## src/rtl/demux_1_to_4_stream_router.sv

```systemverilog
// Registered 1-to-4 stream router: each word goes to one of four one-entry
// output slots, chosen by select_lines or by a round-robin pointer.
module demux_1_to_4_stream_router #(
  parameter int WIDTH = 8,
  parameter int CNT_W = 8
) (
  input  logic             clk,
  input  logic             rst_n,
  input  logic             in_valid,
  output logic             in_ready,
  input  logic [WIDTH-1:0] in_data,
  input  logic [1:0]       select_lines,
  input  logic             seq_mode,
  output logic [3:0]       out_valid,
  input  logic [3:0]       out_ready,
  output logic [WIDTH-1:0] out_data_0,
  output logic [WIDTH-1:0] out_data_1,
  output logic [WIDTH-1:0] out_data_2,
  output logic [WIDTH-1:0] out_data_3,
  output logic [1:0]       dest_ptr,
  output logic [CNT_W-1:0] cnt_0,
  output logic [CNT_W-1:0] cnt_1,
  output logic [CNT_W-1:0] cnt_2,
  output logic [CNT_W-1:0] cnt_3
);

  logic [3:0]       valid_q, valid_d;
  logic [WIDTH-1:0] data_q [4];
  logic [WIDTH-1:0] data_d [4];
  logic [CNT_W-1:0] cnt_q  [4];
  logic [CNT_W-1:0] cnt_d  [4];
  logic [1:0]       ptr_q, ptr_d;

  logic [1:0] dest;
  logic [3:0] free;
  logic       accept;

  assign dest     = seq_mode ? ptr_q : select_lines;
  assign free     = ~valid_q | out_ready;
  assign in_ready = free[dest];
  assign accept   = in_valid & in_ready;

  always_comb begin
    valid_d = valid_q;
    ptr_d   = ptr_q;
    for (int k = 0; k < 4; k++) begin
      data_d[k] = data_q[k];
      cnt_d[k]  = cnt_q[k];
      // A drain counts even when a new word replaces the old one in the same cycle.
      if (valid_q[k] && out_ready[k]) begin
        valid_d[k] = 1'b0;
        cnt_d[k]   = cnt_q[k] + 1'b1;
      end
      if (accept && (dest == 2'(k))) begin
        valid_d[k] = 1'b1;
        data_d[k]  = in_data;
      end
    end
    if (accept && seq_mode) begin
      ptr_d = ptr_q + 2'd1;
    end
  end

  always_ff @(posedge clk) begin
    if (!rst_n) begin
      valid_q <= 4'b0000;
      ptr_q   <= 2'b00;
      for (int k = 0; k < 4; k++) begin
        data_q[k] <= '0;
        cnt_q[k]  <= '0;
      end
    end else begin
      valid_q <= valid_d;
      ptr_q   <= ptr_d;
      for (int k = 0; k < 4; k++) begin
        data_q[k] <= data_d[k];
        cnt_q[k]  <= cnt_d[k];
      end
    end
  end

  assign out_valid  = valid_q;
  assign dest_ptr   = ptr_q;
  assign out_data_0 = data_q[0];
  assign out_data_1 = data_q[1];
  assign out_data_2 = data_q[2];
  assign out_data_3 = data_q[3];
  assign cnt_0      = cnt_q[0];
  assign cnt_1      = cnt_q[1];
  assign cnt_2      = cnt_q[2];
  assign cnt_3      = cnt_q[3];

endmodule

```

## config.mk

```make
export PLATFORM = sky130hd
export DESIGN_NAME = demux_1_to_4_stream_router
export DESIGN_NICKNAME = d
export VERILOG_FILES = /design/src/rtl/demux_1_to_4_stream_router.sv
export SDC_FILE = /design/constraint.sdc
export NUM_CORES = 1
export LEC_CHECK = 0
export ABC_AREA = 1
export CAP_MARGIN = 10
export CORE_ASPECT_RATIO = 0.9
export CORE_UTILIZATION = 48
export CTS_BUF_LIST = sky130_fd_sc_hd__clkbuf_16
export CTS_CLUSTER_DIAMETER = 80
export DETAILED_ROUTE_END_ITERATION = 12
export PLACE_DENSITY = 0.79
export SLEW_MARGIN = 20
export SYNTH_ARGS = -nofsm -noshare
export SYNTH_HDL_FRONTEND = slang
export SYNTH_SLANG_ARGS = --single-unit
```

## constraint.sdc

```tcl
create_clock -name clk -period 1.6 [get_ports clk]
set_input_delay 0.32 -clock clk [delete_from_list [all_inputs] [get_ports clk]]
set_output_delay 0.32 -clock clk [all_outputs]
set_load 0.02 [all_outputs]
```

; Yosys cells after proc, flatten, opt, wreduce, memory -nomap -nowiden
; Memories as Yosys holds them, arrays and structs flattened.
; Index checks and enable logic that the tools add are counted.
[totals]
ff_bits = 6
ramBits = 64
in_bits = 18
word_cells = 70
mem_count = 2
[mem_list]
columns = name, words, word_bits, rd, rd_clocked_by_memory_dff, write_ports, line
row1 = cnt_q, 4, 8, 4, 0, 4, 30  ; logic [CNT_W-1:0] cnt_q [4];
row2 = data_q, 4, 8, 4, 0, 4, 28  ; logic [WIDTH-1:0] data_q [4];
[classes]
addsub = 5
n_lt_le_gt_ge = 1
n_eq_ne = 3
n_mux = 29
bitwise = 11
reduce_logical = 14
[ops]
columns = op, n
row1 = two-way mux 8 bit, 16
row2 = adder 8 x 1 -> 8 bit (second input constant), 4
row3 = two-way mux 1 bit, 11
row4 = logical AND 1 bit, 9
row5 = OR 1 bit, 8
row6 = nonzero test 2 bit, 4
row7 = equality test 2 bit (second input constant), 2
row8 = inverter 4 bit, 1
row9 = OR 4 bit, 1
row10 = < comparator 2 x 3 -> 1 bit (second input constant), 1
row11 = adder 2 x 1 -> 2 bit (second input constant), 1
row12 = binary-select mux 1 bit (select 2 bit), 1
row13 = equality test 2 x 1 -> 1 bit (second input constant), 1
row14 = logical NOT 2 bit, 1
row15 = two-way mux 2 bit, 1
row16 = AND 1 bit, 1

; Logic depth before layout (Yosys ltp)
; Gate-level depths: netlist of run 1.
[depth]
word_depth = 8
depth_mapped = 11
ltp_nobuf = 10

; Worst setup path after synthesis of run 1
; Ideal clock, no wire load.
[synth_path]
kind = register to output
from = register ptr_q[0], in the netlist dest_ptr[0]
to = output in_ready
t_arrival_ns = 1.166
t_required_ns = 1.280
setup_slack_ns = 0.114
stages_incl_launch_ff = 8
path_cell_list = dfxtp_1 > inv_1 > nand2_1 > nand2_2 > nand3_1 > nand2_1 > nor2_4 > buf_6
[synth_via]
elab_chain_len = 3
[synth_lines]
columns = element, line
row1 = from (decl), 32  ; logic [1:0] ptr_q, ptr_d;
row2 = from (signal assigned), 74  ; ptr_q <= ptr_d;
row3 = two-way mux 2 bit, 38  ; assign dest = seq_mode ? ptr_q : select_lines;
row4 = binary-select mux 1 bit (select 2 bit), 40  ; assign in_ready = free[dest];
row5 = two-way mux 1 bit (not written as such), 40
row6 = to (decl), 10  ; output logic in_ready,
; Every way passes these cells. The select of a mux whose other input is x is not followed.

; Final worst setup path of run 1
[layout_path]
from = register ptr_q[1], in the netlist dest_ptr[1]
to = output in_ready
; Same word-level chain as after synthesis.

==> results of run 1 <==
==> per-layer routing <==
layer	part of all wire	GRT usage
met4	0.018	0.0918
met1	0.44	0.280
met5	0	0
met2	0.50	0.417
met3	0.048	0.0676
==> cells in the mapped netlist (4+ instances only) <==
cell type	number
nor3b_1	4
inv_1	65
ha_1	4
nand3_1	8
nand2_2	5
nand2_1	103
o21ai_0	16
a21oi_1	16
nor3_1	5
dfxtp_1	70
nand4_1	21
clkbuf_1	6
nor2_1	111
==> critical path: cells and delay by family, from the launching register on <==
family                 cells  cell delay, ns
buffers and inverters      1            0.13
DFF                        1            0.34
and+or+nand+nor            5            0.52
==> power breakdown <==
| group | leakage (nW) | total, mW | switching (mW) | internal (mW) |
|---|---|---|---|---|
| Sequential | 0.571 | 1.85 | 0.0386 | 1.81 |
| Clock | 0.133 | 1.92 | 0.727 | 1.19 |
| Combinational | 2.06 | 0.634 | 0.376 | 0.258 |
| Total | 2.76 | 4.40 | 1.14 | 3.26 |
==> final timing paths <==
| path | startpoint | to | slack [ns] |
|---|---|---|---|
| hold / removal | seq_mode | dest_ptr[0] | 0.40 |
| hold reg to reg | data_q[1][5] | data_q[1][5] | 0.46 |
| setup / recovery | dest_ptr[1] | in_ready | -0.04 |
| setup reg to reg | dest_ptr[0] | out_valid[1] | 0.02 |
==> flip-flops by register name, summed over array words and instances, names as in the netlist <==
signal and cells:
cnt_q 32, data_q 32, dest_ptr 2, out_valid 4
==> cell type report <==
cell class,count,area (um^2),share of cell area
Multi-Input combinational cell,313,1580,0.327
Sequential cell,70,1410,0.292
Timing Repair Buffer,124,1180,0.245
Inverter,68,255,0.0529
Clock buffer,9,225,0.0467
Tap cell,87,109,0.0226
Clock inverter,7,65.1,0.0135
==> per-stage QoR <==
stage / TNS [ns] / worst slack [ns] / area, um^2 / total power [mW]
3_5_place_dp: -22.71 / -0.804 / 4350 / 2.48
3_3_place_gp: -20.08 / -0.732 / 4350 / 2.47
4_1_cts: -0.0388 / -0.0388 / 4590 / 4.37
2_1_floorplan: 0 / 0.114 / 3180 / 2.20
6_report: -0.0439 / -0.0439 / 4820 / 4.40
5_1_grt: -0.128 / -0.0908 / 4820 / 4.57
==> timing repair <==
item | 4_1_cts | 5_1_grt
setup buffers | 0 | 5
gates cloned | 0 | 4
pin swaps | 2 | 22
endpoints found under the setup margin | 82 | 63
resized for setup | 59 | 54
==> cells by family (layout without fill, tap and decap cells) <==
group,Yosys count,after routing,share of synthesized area
AND/OR/NAND/NOR,271,275,0.384
XOR/XNOR,2,2,0.00551
AO/OA/AOI/OAI,32,32,0.0504
buffers and inverters,81,208,0.104
adder cells (fa/ha/maj),4,4,0.0157
flip-flops,70,70,0.441
==> summary.md, run 1 <==
| Metric | Value |
|---|---|
| Status | finished with violations |
| Failing checks | negative setup slack |
| Max FO, Critical Path | 3 |
| Largest net degree at the start of global routing | 30 |
| Slowest CP cell | dfxtp_2 |
| Slew Viols, Final | 0 |
| IO Pins | 89 |
| IO buf count | 88 |
| Worst min-delay path class | in -> reg |
| Setup Viol. Count Final | 1 |
| Initial antenna violation count | 0 |
| Ys Warns | 0 |
| DRC Markers | 0 |
| Yosys top cell by area | dfxtp_1 |
| Clk Tree Root Cell | clkbuf_16 |
| CTS buffer count | 9 |
| CTS tree | yes |
| Hold depth | 3 |
| Worst Tran Pin Value | 0.417 ns |
| Worst-skew pair later-pin latency | 0.33 ns |
| Reg2Reg Depth | 11 |
| P per Cell Area | approximately 910 nW/um^2 |
| DRT antenna net count | 0 |
| H-tree levels | 3 |
| Maximum root-to-sink buffer count | 2 |
| Core Util, Final | 0.771 |
| Crit path time final | 1.64 ns |
| Maxcap violations | 0 |
| First-pass DRT Iterations | 4 |
| Synth Register Bits | 70 |
| Final std cells w/o fill | between 600 and 700 |
| Vias | 3,332 |
| Main area contributors after synthesis | dfxtp_1 (44%), nor2_1 (13%), nand2_1 (12%) |
| Layout cells sized above 1 | 0.166 |
| Post-synthesis sequential area ratio | 0.441 |
| Max VDD drop | 0.607 mV |
| First-pass GRT wire length | 13.0 mm |
| DR WL/cell | 12.9 um |
| Main flop type after synthesis | dfxtp_1 |
| Core area | between 6000 and 7000 um^2 |
| Final period util | 1.03 |
| Post-synthesis net count | slightly below 500 |
| Number of synthesized flops with an enable pin | 0 |
| # hold bufs at CTS | 0 |
| Die X | about 88 um |
| Critical setup path kind | reg -> out |
| ANT cells | 0 |
| Unrepaired setup endpoints after global routing | true |
| Avg Cell Area, Syn | 6.91 um^2 |
| Critical Path AT | approximately 1.3 ns |
| Starting density of the core | 0.509 |
| Final setup margin | -0.0439 ns |
| Fin. Hold Viols | 0 |
| Cells after Synth | 460 |
| Max-slew headroom | 0.722 |
| Critical Path RT | 1.28 ns |
| Worst setup SP type | register |
| Cell area after synthesis | 3180 um^2 |
| Starting DRT DRC Count | about 230 |
| CP max stage delay | 0.34 ns |
| Row count | 27 |
| Chip Height | 79.2 um |
| Routed vias/inst | 4.91 |
| Synth top area share | 0.441 |
| Grt total ovfl | 0 |
| Vias in the first global route | about 3k |
| Fmax | approximately 610 MHz |
| Nets | 608 |
| Async S/R FF share, synth | 0 |
| CP cell instances | nand2_1, nand2_4, nand3_2, nand2_2, nor2_4, buf_6 |
| Leak | approximately 2.8 nW |
| Reg clk slew, reported paths | 0.06 ns |
| Dpl hpwl | 5.70 mm |
| Layout Skew | around 0.0060 ns |
| Hold Slack | 0.400 ns |
| Leading cell type in the layout, fill and taps excluded | nor2_1 |
| Commonest non-fill, non-tap cells in the layout | nor2_1 (108), nand2_1 (96), dfxtp_1 (66) |
| Layout fillers | around 470 |
| Global-route usage over all layers | 0.241 |
| Area grow syn2layout | 51.6% |
| Final GP Congestion | 0.823 |
| Clock sinks | 70 |
| Yosys cell types | 24 |
| Placed insts | around 650 |
| Total wire length | around 9 mm |
| CP endpoint kind | output pin |
| Die ar. | 6950 um^2 |
Note: power is estimated with default switching activity, not from simulation.
==> inputs of run 2 (changes only) <==
--- a/config.mk
+++ b/config.mk
@@ -12,6 +12,7 @@
 export CTS_BUF_LIST = sky130_fd_sc_hd__clkbuf_16
 export CTS_CLUSTER_DIAMETER = 80
 export DETAILED_ROUTE_END_ITERATION = 12
+export MAX_ROUTING_LAYER = met4
 export PLACE_DENSITY = 0.79
 export SLEW_MARGIN = 20
 export SYNTH_ARGS = -nofsm -noshare
==> run 2 against run 1 <==
Effect of this change:
- the run still ends with negative setup slack left
- critical path depth stayed put
- clock skew hardly changed
- final cell count stayed put
- setup slack better by 0.012 ns
- sequential share of layout area stayed put
- sequential power hardly changed
- combinational power hardly changed
- sequential cell count stayed put
- die area stayed put
- clock power hardly changed
- count of clock-buffer cells in the layout stayed put
- utilization stayed put
- critical endpoint unchanged
- largest cell class unchanged
==> summary.md, run 2 (synthesis results as in run 1) <==
| Metric | Value |
|---|---|
| Failing checks | negative setup slack |
| R2R Setup Slk | 0.03 ns (about the same) |
| Slowest CP cell | dfxtp_2 |
| Commonest non-fill, non-tap cells in the layout | nor2_1 (108), nand2_1 (96), dfxtp_1 (66) |
| Vias in the first global route | 3,030 (+0.033%) |
| Vias | 3,322 (-0.30%) |
| DRC Markers | 0 (unchanged) |
| Hold Path End | dest_ptr[0] |
| Combinational share of power | 0.144 (about the same) |
| Sw frac | 0.259 (-0.000332) |
| First-pass DRT Iterations | 4 (unchanged) |
| Crit path buf inv count | 1 (unchanged) |
| Worst-skew pair later-pin latency | 0.33 ns (about the same) |
| Unrepaired setup endpoints after global routing | true |
| Worst Tran Pin Value | 0.407 ns (-0.0102 ns) |
| Crit path time final | 1.63 ns (-0.0118 ns) |
| Critical Path AT | 1.31 ns (about the same) |
| NetSw | 1.14 mW (-0.18%) |
| Starting DRT DRC Count | 218 (-4.8%) |
| Final setup margin | -0.0321 ns (+0.0118 ns) |
| Die X | 87.8 um (unchanged) |
| P per Cell Area | 912 nW/um^2 (about the same) |
| Fmax | 613 MHz (+0.73%) |
| Fin. Hold Viols | 0 (unchanged) |
| Routed vias/inst | 4.90 (-0.30%) |
| Cell family contributing the most delay on the critical path | simple AND/OR/NAND/NOR gates |
| Layout cells sized above 1 | 0.166 (unchanged) |
| Worst min-delay path class | in -> reg |
| DRT antenna net count | 0 (unchanged) |
| Met3 Track Usage GR | 0.0520 (-0.0156) |
| IO Pins | 89 (unchanged) |
| Reg clk slew, reported paths | 0.06 ns (about the same) |
| ANT cells | 0 (unchanged) |
| Maxcap violations | 0 (unchanged) |
| Busiest grt layer | met2 |
| Dpl hpwl | 5.70 mm (unchanged) |
| Largest net degree at the start of global routing | 30 (unchanged) |
| Grt total ovfl | 0 (unchanged) |
| Worst reg2reg path endpoint | out_valid[1] |
| Maximum root-to-sink buffer count | 2 (unchanged) |
| First-pass GRT wire length | 13.0 mm (about the same) |
| Int Power | 3.26 mW (about the same) |
| Area grow syn2layout | 51.6% (unchanged) |
| Row count | 27 (unchanged) |
| Starting density of the core | 0.509 (unchanged) |
| IO buf count | 88 (unchanged) |
| CP cell instances | nand2_1, nand2_4, nand3_2, nand2_2, nor2_4, buf_6 |
| Hold depth | 3 (unchanged) |
| Core area | 6250 um^2 (unchanged) |
| Global Route met2 Usage | 0.417 (unchanged) |
| Max VDD drop | 0.607 mV (+0.14%) |
| Placed instance area | 4350 um^2 (unchanged) |
| Die ar. | 6950 um^2 (unchanged) |
| Total wire length | 8.66 mm (-1.0%) |
| Final GP Congestion | 0.835 (+1.5%) |
| Met1 Use GR | 0.282 (+0.00194) |
| Reg-to-Reg Start | dest_ptr[0] |
| CTS buffer count | 9 (unchanged) |
| Sequential power share | 0.420 (about the same) |
| CTS tree | yes |
| Nets | 608 (unchanged) |
| Setup Viol. Count Final | 1 (unchanged) |
| Critical Path RT | 1.28 ns (about the same) |
| DR WL/cell | 12.8 um (-1.0%) |
| Clock sinks | 70 (unchanged) |
| Max FO, Critical Path | 3 (unchanged) |
| Worst setup SP type | register |
| Slew Viols, Final | 0 (unchanged) |
| CP endpoint kind | output pin |
| Clk Tree Root Cell | clkbuf_16 |
| Max-slew headroom | 0.729 (+0.00683) |
| Min-Delay Startpoint | seq_mode |
| Global-route usage over all layers | 0.248 (+0.00662) |
| Critical setup path kind | reg -> out |
| Reg2Reg Depth | 11 (unchanged) |
| Leading cell type in the layout, fill and taps excluded | nor2_1 |
| Final period util | 1.02 (-0.00740) |
| Core Util, Final | 0.771 (unchanged) |
| Chip Height | 79.2 um (unchanged) |
| Layout Skew | 0.00609 ns (+0.000123 ns) |
| H-tree levels | 3 (unchanged) |
| Fin area | 4820 um^2 (unchanged) |
| Initial antenna violation count | 0 (unchanged) |
| Status | finished with violations |
| CP max stage delay | 0.34 ns (about the same) |
| Leak | 2.76 nW (unchanged) |
| Clock share of power | 0.436 (about the same) |
[run 2: cell counts in the layout (fill, tap and decap cells not counted)]
No cell type changed its count.
[run 2: power by group through the flow]
stage	Combinational (mW)	Clock [mW]	Sequential (mW)
global placement	0.584	0	1.88
detailed placement	0.598	0	1.88
floorplan	0.241	0	1.96
global route	0.687	2.03	1.85
finish	0.632	1.92	1.85
CTS	0.581	1.94	1.85
[run 2: worst min-delay path: cells and delay by family]
family                 cells  cell delay [ns]
and+or+nand+nor            1             0.14
AOI/OAI and AO/OA          1             0.06
buffers and inverters      1             0.16
[run 2: per-stage QoR]
| stage | TNS, ns | setup slack [ns] | hold slack, ns | power (mW) | std cells |
|---|---|---|---|---|---|
| floorplan | 0 | 0.114 | 0.455 | 2.20 | 460 |
| global placement | -20.08 | -0.732 | 0.448 | 2.47 | 653 |
| detailed placement | -22.71 | -0.804 | 0.455 | 2.48 | 653 |
| CTS | -0.0388 | -0.0388 | 0.396 | 4.37 | 669 |
| global route | -0.130 | -0.0888 | 0.396 | 4.57 | 678 |
| finish | -0.0321 | -0.0321 | 0.401 | 4.40 | 678 |
[run 2: layout make-up]
class | instances | area (um^2)
Sequential cell | 70 | 1410
Inverter | 68 | 255
Timing Repair Buffer | 124 | 1180
Clock buffer | 9 | 225
Fill cell | 472 | 1430
Tap cell | 87 | 109
Clock inverter | 7 | 65.1
Multi-Input combinational cell | 313 | 1580
[run 2: routing by layer]
metal | share of wire | wire, um
met1 | 0.43 | 3720
met2 | 0.49 | 4270
met3 | 0.052 | 451
met4 | 0.025 | 219
met5 | 0 | 0
[run 2: how the worst max path moves through the flow]
stage                      startpoint       end  slack [ns]  cells past startpoint
final                     dest_ptr[1]  in_ready       -0.03                      6
after global routing      dest_ptr[1]  in_ready       -0.09                      6
after CTS                 dest_ptr[1]  in_ready       -0.04                      7
after detailed placement     seq_mode  in_ready       -0.80                      8
after global placement       seq_mode  in_ready       -0.73                      8
after floorplan           dest_ptr[0]  in_ready        0.11                      7
[run 2: repair_timing]
action	4_1_cts	5_1_grt
buffers inserted	0	5
hold endpoints to repair	0	0
hold buffers	0	0
pin swaps	2	22
gates cloned	0	4
resized for setup	59	54
endpoints found under the setup margin	82	63
